### src/rtl/calc_pkg.sv
// Shared definitions for the calculator front end: token opcodes, ASCII codes
// and the tokenizer state encoding.
package calc_pkg;

    localparam logic [2:0] OP_ADD     = 3'b000;
    localparam logic [2:0] OP_MULT    = 3'b001;
    localparam logic [2:0] OP_LPAREN  = 3'b010;
    localparam logic [2:0] OP_RPAREN  = 3'b011;
    localparam logic [2:0] OP_OPERAND = 3'b100;
    localparam logic [2:0] OP_END     = 3'b111;

    localparam logic [7:0] ASCII_TAB    = 8'h09;
    localparam logic [7:0] ASCII_LF     = 8'h0A;
    localparam logic [7:0] ASCII_CR     = 8'h0D;
    localparam logic [7:0] ASCII_SPACE  = 8'h20;
    localparam logic [7:0] ASCII_LPAREN = 8'h28;
    localparam logic [7:0] ASCII_RPAREN = 8'h29;
    localparam logic [7:0] ASCII_STAR   = 8'h2A;
    localparam logic [7:0] ASCII_PLUS   = 8'h2B;
    localparam logic [7:0] ASCII_0      = 8'h30;
    localparam logic [7:0] ASCII_9      = 8'h39;
    localparam logic [7:0] ASCII_EQUAL  = 8'h3D;

    typedef enum logic [2:0] {
        S_IDLE,
        S_ACC,
        S_EMIT_NUM,
        S_EMIT_OP,
        S_ERROR
    } state_t;

endpackage

### src/rtl/expr_tokenizer_char_classifier.sv
// Combinational character classifier: splits an ASCII byte into digit,
// whitespace and operator classes and gives the digit value / opcode.
module char_classifier
    import calc_pkg::*;
(
    input  logic [7:0] ch,
    output logic       is_digit,
    output logic [3:0] digit_val,
    output logic       is_space,
    output logic       is_op,
    output logic [2:0] opcode
);

    always_comb begin
        is_digit  = (ch >= ASCII_0) && (ch <= ASCII_9);
        digit_val = ch[3:0];
        is_space  = 1'b0;
        is_op     = 1'b0;
        opcode    = OP_ADD;
        case (ch)
            ASCII_SPACE, ASCII_TAB, ASCII_CR: is_space = 1'b1;
            ASCII_PLUS:   begin is_op = 1'b1; opcode = OP_ADD;    end
            ASCII_STAR:   begin is_op = 1'b1; opcode = OP_MULT;   end
            ASCII_LPAREN: begin is_op = 1'b1; opcode = OP_LPAREN; end
            ASCII_RPAREN: begin is_op = 1'b1; opcode = OP_RPAREN; end
            ASCII_EQUAL, ASCII_LF: begin is_op = 1'b1; opcode = OP_END; end
            default: ;
        endcase
    end

endmodule

### src/rtl/expr_tokenizer.sv
// ASCII infix-expression tokenizer: digits -> operand tokens, operators -> opcodes.
// Optional PAREN_CHECK_EN adds a parenthesis depth check.
//
// state      | meaning
// S_IDLE     | no digits pending, accepting characters
// S_ACC      | digits pending in acc, accepting characters
// S_EMIT_NUM | operand token presented, op_reg waiting behind it
// S_EMIT_OP  | operator / end token presented
// S_ERROR    | malformed input seen, dead until rst
module expr_tokenizer
    import calc_pkg::*;
#(
    parameter int DATA_WIDTH  = 16,
    parameter int DEPTH_WIDTH = 6
) (
    input  logic                  clk,
    input  logic                  rst,
    input  logic [7:0]            in_char,
    input  logic                  in_valid,
    output logic                  in_ready,
    output logic [2:0]            tok_opcode,
    output logic [DATA_WIDTH-1:0] tok_operand,
    output logic                  tok_valid,
    input  logic                  tok_ready,
    output logic                  overflow,
    output logic                  err
);

    localparam int ACC_WIDTH = DATA_WIDTH + 4;

    state_t                state, state_next;
    logic [DATA_WIDTH-1:0] acc;
    logic [2:0]            op_reg;
    logic                  op_bad;
    logic                  is_digit, is_space, is_op;
    logic [3:0]            digit_val;
    logic [2:0]            char_op;
    logic                  accept, tok_fire, paren_bad;
    logic [ACC_WIDTH-1:0]  acc_mul;
    logic                  acc_sat;

    char_classifier u_classifier (
        .ch        (in_char),
        .is_digit  (is_digit),
        .digit_val (digit_val),
        .is_space  (is_space),
        .is_op     (is_op),
        .opcode    (char_op)
    );

    assign accept   = in_valid && in_ready;
    assign tok_fire = tok_valid && tok_ready;
    assign acc_mul  = ACC_WIDTH'(acc) * ACC_WIDTH'(10) + ACC_WIDTH'(digit_val);
    assign acc_sat  = |acc_mul[ACC_WIDTH-1:DATA_WIDTH];

`ifdef PAREN_CHECK_EN
    logic [DEPTH_WIDTH-1:0] depth;

    always_comb begin
        paren_bad = 1'b0;
        if (is_op) begin
            case (char_op)
                OP_LPAREN: paren_bad = &depth;
                OP_RPAREN: paren_bad = (depth == '0);
                OP_END:    paren_bad = (depth != '0);
                default:   paren_bad = 1'b0;
            endcase
        end
    end

    always_ff @(posedge clk) begin
        if (rst) begin
            depth <= '0;
        end else if (accept && is_op && !paren_bad) begin
            if (char_op == OP_LPAREN)
                depth <= depth + DEPTH_WIDTH'(1);
            else if (char_op == OP_RPAREN)
                depth <= depth - DEPTH_WIDTH'(1);
        end else if (state == S_EMIT_OP && tok_fire && op_reg == OP_END) begin
            depth <= '0;
        end
    end
`else
    logic unused_depth_width;
    assign unused_depth_width = DEPTH_WIDTH[0];
    assign paren_bad          = 1'b0;
`endif

    always_ff @(posedge clk) begin
        if (rst)
            state <= S_IDLE;
        else
            state <= state_next;
    end

    always_comb begin
        state_next = state;
        case (state)
            S_IDLE, S_ACC: begin
                if (accept) begin
                    if (is_digit)
                        state_next = S_ACC;
                    else if (is_op) begin
                        // a bad paren behind pending digits still lets the number out first
                        if (state == S_ACC)
                            state_next = S_EMIT_NUM;
                        else if (paren_bad)
                            state_next = S_ERROR;
                        else
                            state_next = S_EMIT_OP;
                    end else if (!is_space)
                        state_next = S_ERROR;
                end
            end
            S_EMIT_NUM: if (tok_fire) state_next = op_bad ? S_ERROR : S_EMIT_OP;
            S_EMIT_OP:  if (tok_fire) state_next = S_IDLE;
            S_ERROR:    state_next = S_ERROR;
            default:    state_next = S_IDLE;
        endcase
    end

    always_ff @(posedge clk) begin
        if (rst) begin
            acc      <= '0;
            op_reg   <= OP_ADD;
            op_bad   <= 1'b0;
            overflow <= 1'b0;
            err      <= 1'b0;
        end else begin
            if (accept) begin
                if (is_digit) begin
                    acc <= acc_sat ? '1 : acc_mul[DATA_WIDTH-1:0];
                    if (acc_sat)
                        overflow <= 1'b1;
                end else if (is_op) begin
                    op_reg <= char_op;
                    op_bad <= paren_bad;
                    if (paren_bad && state == S_IDLE)
                        err <= 1'b1;
                end else if (!is_space) begin
                    err <= 1'b1;
                    acc <= '0;
                end
            end
            if (state == S_EMIT_NUM && tok_fire) begin
                acc <= '0;
                if (op_bad)
                    err <= 1'b1;
            end
        end
    end

    always_comb begin
        in_ready    = 1'b0;
        tok_valid   = 1'b0;
        tok_opcode  = OP_ADD;
        tok_operand = '0;
        case (state)
            S_IDLE, S_ACC: in_ready = 1'b1;
            S_EMIT_NUM: begin
                tok_valid   = 1'b1;
                tok_opcode  = OP_OPERAND;
                tok_operand = acc;
            end
            S_EMIT_OP: begin
                tok_valid  = 1'b1;
                tok_opcode = op_reg;
            end
            default: ;
        endcase
    end

endmodule

### config.mk
export PLATFORM = sky130hd
export DESIGN_NAME = expr_tokenizer
export DESIGN_NICKNAME = d
export VERILOG_FILES = /design/src/rtl/calc_pkg.sv /design/src/rtl/expr_tokenizer_char_classifier.sv /design/src/rtl/expr_tokenizer.sv
export SDC_FILE = /design/constraint.sdc
export NUM_CORES = 1
export LEC_CHECK = 0
export CAP_MARGIN = 30
export CORE_ASPECT_RATIO = 0.6
export CORE_MARGIN = 5
export CORE_UTILIZATION = 60
export DETAILED_ROUTE_END_ITERATION = 10
export GPL_TIMING_DRIVEN = 0
export HOLD_SLACK_MARGIN = 0.03
export PLACE_DENSITY = 0.9
export SKIP_CTS_REPAIR_TIMING = 1
export SLEW_MARGIN = 30
export SYNTH_ARGS = -nofsm -noshare
export SYNTH_HDL_FRONTEND = slang
export SYNTH_SLANG_ARGS = --single-unit
### constraint.sdc
create_clock -name clk -period 5.6 [get_ports clk]
set_input_delay 1.4 -clock clk [delete_from_list [all_inputs] [get_ports clk]]
set_output_delay 1.4 -clock clk [all_outputs]
set_load 0.02 [all_outputs]
Word level (Yosys, flattened, before mapping)
Index checks and enable logic that the tools add are counted.
{"block": "op_classes", "reduce_logical": 17, "n_eq_ne": 19, "add_sub_neg": 1, "multipliers": 1, "order_cmp": 2, "n_bitwise": 3, "n_mux": 19}
{"cell": "$mux W16", "count": 5}
{"cell": "$eq A8 B6 Y1 const B", "count": 6}
{"cell": "$eq A8 B4 Y1 const B", "count": 3}
{"cell": "$pmux W3 S4", "count": 2}
{"cell": "$add A20 B4 Y20", "count": 1}
{"cell": "$mul A16 B3 Y19 const B", "count": 1}
{"cell": "$mux W3", "count": 6}
{"cell": "$ne A2 B2 Y1 const B", "count": 5}
{"cell": "$reduce_and A3 Y1", "count": 3}
{"cell": "$ge A8 B6 Y1 const B", "count": 1}
{"cell": "$le A8 B6 Y1 const B", "count": 1}
{"cell": "$reduce_and A4 Y1", "count": 2}
{"cell": "$reduce_or A2 Y1", "count": 4}
{"cell": "$eq A3 B2 Y1 const B", "count": 2}
{"cell": "$pmux W3 S2", "count": 1}
{"cell": "$reduce_or A6 Y1", "count": 1}
{"cell": "$mux W1", "count": 5}
{"cell": "$logic_and A1 B1 Y1", "count": 4}
{"cell": "$ne A4 B4 Y1 const B", "count": 1}
{"cell": "$reduce_or A4 Y1", "count": 1}
{"cell": "$eq A3 B1 Y1 const B", "count": 1}
{"cell": "$eq A3 B3 Y1 const B", "count": 1}
{"cell": "$logic_not A3 Y1", "count": 1}
{"cell": "$not A1 Y1", "count": 3}
{"cell": "$reduce_or A3 Y1", "count": 1}
{"block": "word_totals", "output_inout_bits": 23, "reg_bits": 24, "in_bits": 12, "word_cells": 67}

Longest topological paths before layout
{"block": "depth", "ltp_word": 8, "ltp_mapped": 13}

Hierarchy
From an unflattened synthesis, not the netlist that was laid out.
{"block": "unflattened", "cells_unflattened": 326, "area_unflattened_um2": 2730.1}
{"mod": "expr_tokenizer", "cells_per_inst": 301, "n_inst": 1, "area_per_inst_um2": 2553.7, "seq_area_each_um2": 480.5}
{"mod": "char_classifier", "cells_per_inst": 25, "n_inst": 1, "area_per_inst_um2": 176.4, "seq_area_each_um2": 0.0}

Worst setup path after synthesis
No wires, ideal clock.
{"block": "synth_path", "kind": "input to register", "startpoint": "input port in_char[1]", "endpoint": "register acc[10]", "arrival_time_ps": 3550, "slack_ps": 1969, "cell_stages": 12, "required_ps": 5519, "cell_sequence": "ha_1 > inv_1 > fa_1 > nor2b_1 > o21ai_0 > nor2_1 > nand4_1 > nor4_1 > nand4bb_1 > o21ai_2 > buf_6 > a211oi_2"}
{"block": "synth_between", "elab_chain_len": 5}
{"element": "start: declaration", "line_no": "expr_tokenizer.sv:18", "text": "input logic [7:0] in_char,"}
{"element": "parallel branches: the longest is 5 deep, another holds $add A20 B4 Y20"}
{"element": "end signal: assignment", "line_no": "expr_tokenizer.sv:132", "text": "acc <= acc_sat ? '1 : acc_mul[DATA_WIDTH-1:0];"}
{"element": "end: declaration", "line_no": "expr_tokenizer.sv:32", "text": "logic [DATA_WIDTH-1:0] acc;"}
Parallel ways; which one is timed is not known.
A chain may end at the register's enable or synchronous reset.

Final worst setup path
{"block": "layout_path", "startpoint": "input port in_char[2]", "endpoint": "register acc[11]"}
Same word-level chain as after synthesis.

==> flow_metrics.tcl <==
set metrics [dict create \
    status "completed" \
    total_power_uw 380 \
    drive_gt1_frac 0.0801 \
    coreArea_sq_mm 0.00412 \
    io_pins 35 \
    ys_ff_latch 24 \
    synthFlopType "dfxtp_1" \
    die_h_um 60.8 \
    timing.final.hold_violations 0 \
    clock_skew_ps 5.47 \
    async_flop_share 0 \
    vias_per_cell 6.63 \
    holdCritStartpoint "overflow$_SDFFE_PP0P_" \
    ys_seq_area_frac 0.186 \
    antenna_cells 0 \
    synth_edf_count 0 \
    antenna_found_initial 0 \
    start_kind "primary input" \
    cp_cell_sequence "clkdlybuf4s50_1 -> ha_1 -> a211o_1 -> o211ai_1 -> nor4_1 -> nand3_1 -> a2111o_1 -> o2111ai_2 -> o21ai_2 -> buf_6 -> a211oi_2" \
    clkSinkCount 24 \
    cap_violations 0 \
    rrSetupSlack_ps 1600 \
    utilization 0.742 \
    critical_path_required_ps 5800 \
    gp_congestion 0.947 \
    slew_violations 0 \
    cts_buffer_depth 2 \
    synth_area_per_cell_sq_um 7.94 \
    port_buffers 33 \
    setup.worst_path.end_class "flip-flop" \
    drc 0 \
    vias 2797 \
    wl_um 7410 \
    cts.htree.levels 1 \
    grt_max_degree 15 \
    slowest_delay_ps 530 \
    grt-ovfl-total 0 \
    rsz0062_at_grt "no" \
    r2r_end "acc[11]$_SDFFE_PP0P_" \
    hold_depth 2 \
    grt_pass1_wl_um 12500 \
    worstPathArrival_ps 4640 \
    cts_root_buffer "clkbuf_8" \
    path_buf_inv 2 \
    cts_inserted_buffers 3 \
    worstPathMaxFanout 10 \
    power.density_mw_per_mm2 124 \
    timing.rr.start "acc[3]$_SDFFE_PP0P_" \
    routedWlPerCell_um 17.6 \
    clock_latency_ps 280 \
    setup_tns_ps 0 \
    syn_nets 370 \
    path_class "in -> reg" \
    holdPathEnd "overflow$_SDFFE_PP0P_" \
    worst_pin_slew_ps 705 \
    ys_types 56 \
    slowest_stage "clkdlybuf4s50_1" \
    drtAntennaViolNets 0 \
    drtIter0Drc 207 \
    setup_viol 0 \
    cts_tree "done" \
    synthCells 325 \
    max_slew_margin 0.530 \
    rr_worst_depth 12 \
    period_needed_ps 4440 \
    fmax_mhz 225 \
    cp_top_family "compound AO/OA/AOI/OAI gates" \
    grt_util_all_layers 0.273 \
    initial_core_util 0.626 \
    core.rowCount 18 \
    die_area_sq_mm 0.00575 \
    die_w_um 94.7 \
    ir_drop_v 0.0000994 \
    cts.clk_slew.worst_paths_ps 90 \
    grt_pass1_vias 2544 \
    leakagePower_nw 1.32 \
    ys.warnings.count 0 \
    fin_crit_sh 0.793 \
    dp_hpwl_um 5780 \
    drt_first_pass_iters 5 \
    final_common_cell "a21oi_1" \
    hold_path_class "reg -> reg" \
    final_cell_mix "a21oi_1, clkdlybuf4s50_1, ha_1" \
    largest_reg_flops 16 \
    final_nets 408 \
    synth_area_sq_mm 0.00258 \
    syn2layout_area_growth_pct 18.5 \
]
## how the worst max path moves through the flow
stage	start	end	slack (ps)	cells past startpoint
2_1_floorplan	in_char[1]	acc[10]$_SDFFE_PP0P_	1970	12
3_3_place_gp	in_char[1]	acc[13]$_SDFFE_PP0P_	970	13
3_5_place_dp	in_char[1]	acc[15]$_SDFFE_PP0P_	910	13
4_1_cts	in_char[1]	acc[4]$_SDFFE_PP0P_	1200	13
5_1_grt	in_char[1]	acc[3]$_SDFFE_PP0P_	910	13
6_report	in_char[2]	acc[11]$_SDFFE_PP0P_	1160	11
## synth_stat cells, types with 9 or more instances
cell / n / share of area
a21oi_1: 42 / 0.081
ha_1: 31 / 0.15
dfxtp_1: 24 / 0.19
nor2_1: 21 / 0.031
nand2_1: 20 / 0.029
and3_1: 18 / 0.044
inv_1: 13 / 0.019
nor3_1: 13 / 0.025
clkbuf_1: 11 / 0.016
a211oi_2: 10 / 0.048
a211o_1: 9 / 0.031
a21o_1: 9 / 0.026
nand3_1: 9 / 0.017
o21ai_0: 9 / 0.017
xnor2_1: 9 / 0.031
## where the power goes
group          switching, mW  internal [mW]  total (mW)
clock                 0.0603         0.0958       0.156
combinational         0.0315         0.0178      0.0492
sequential           0.00184          0.172       0.174
## routing by layer
layer  routed length [um]  global-route usage  part of all wire
met1                 3490               0.409              0.47
met2                 3110               0.415              0.42
met3                  716              0.0545             0.097
met4                   93              0.0390             0.013
met5                    0                   0                 0
## per-stage QoR
stage	setup WS (ps)	cell area [sq um]	std cells	hold slack (ps)
2_1_floorplan	1970	2580	325	452
3_3_place_gp	971	2990	418	458
3_5_place_dp	914	2990	418	456
4_1_cts	1200	3060	422	489
5_1_grt	913	3060	422	519
6_report	1160	3060	422	484
## cell type report
type                       count  area (sq um)
timing repair buffer          33           330
buffer                        13          56.3
sequential                    24           480
clock inverter                 1          30.0
clock buffer                   3          41.3
fill                         313          1060
multi-input combinational    275          1990
inverter                      13          48.8
tap                           60          75.1
## worst reg2reg max path, delay by kind of cell, from the launching register on
kind | cells | cell delay [ps]
simple gates | 3 | 1170
compound gates | 4 | 1120
buf+inv | 2 | 280
flops | 1 | 440
fa+ha+maj | 3 | 930
## cells by family after synthesis
| logic type | Yosys count | synth area share |
|---|---|---|
| AOI/OAI and AO/OA | 118 | 0.335 |
| and+or+nand+nor | 110 | 0.224 |
| adders and majority gates | 33 | 0.166 |
| buffers and inverters | 26 | 0.0407 |
| DFF | 24 | 0.186 |
| xor gates and xnor gates | 13 | 0.0441 |
| muxes | 1 | 0.00388 |
No activity file was read; power rests on OpenSTA's default activity.
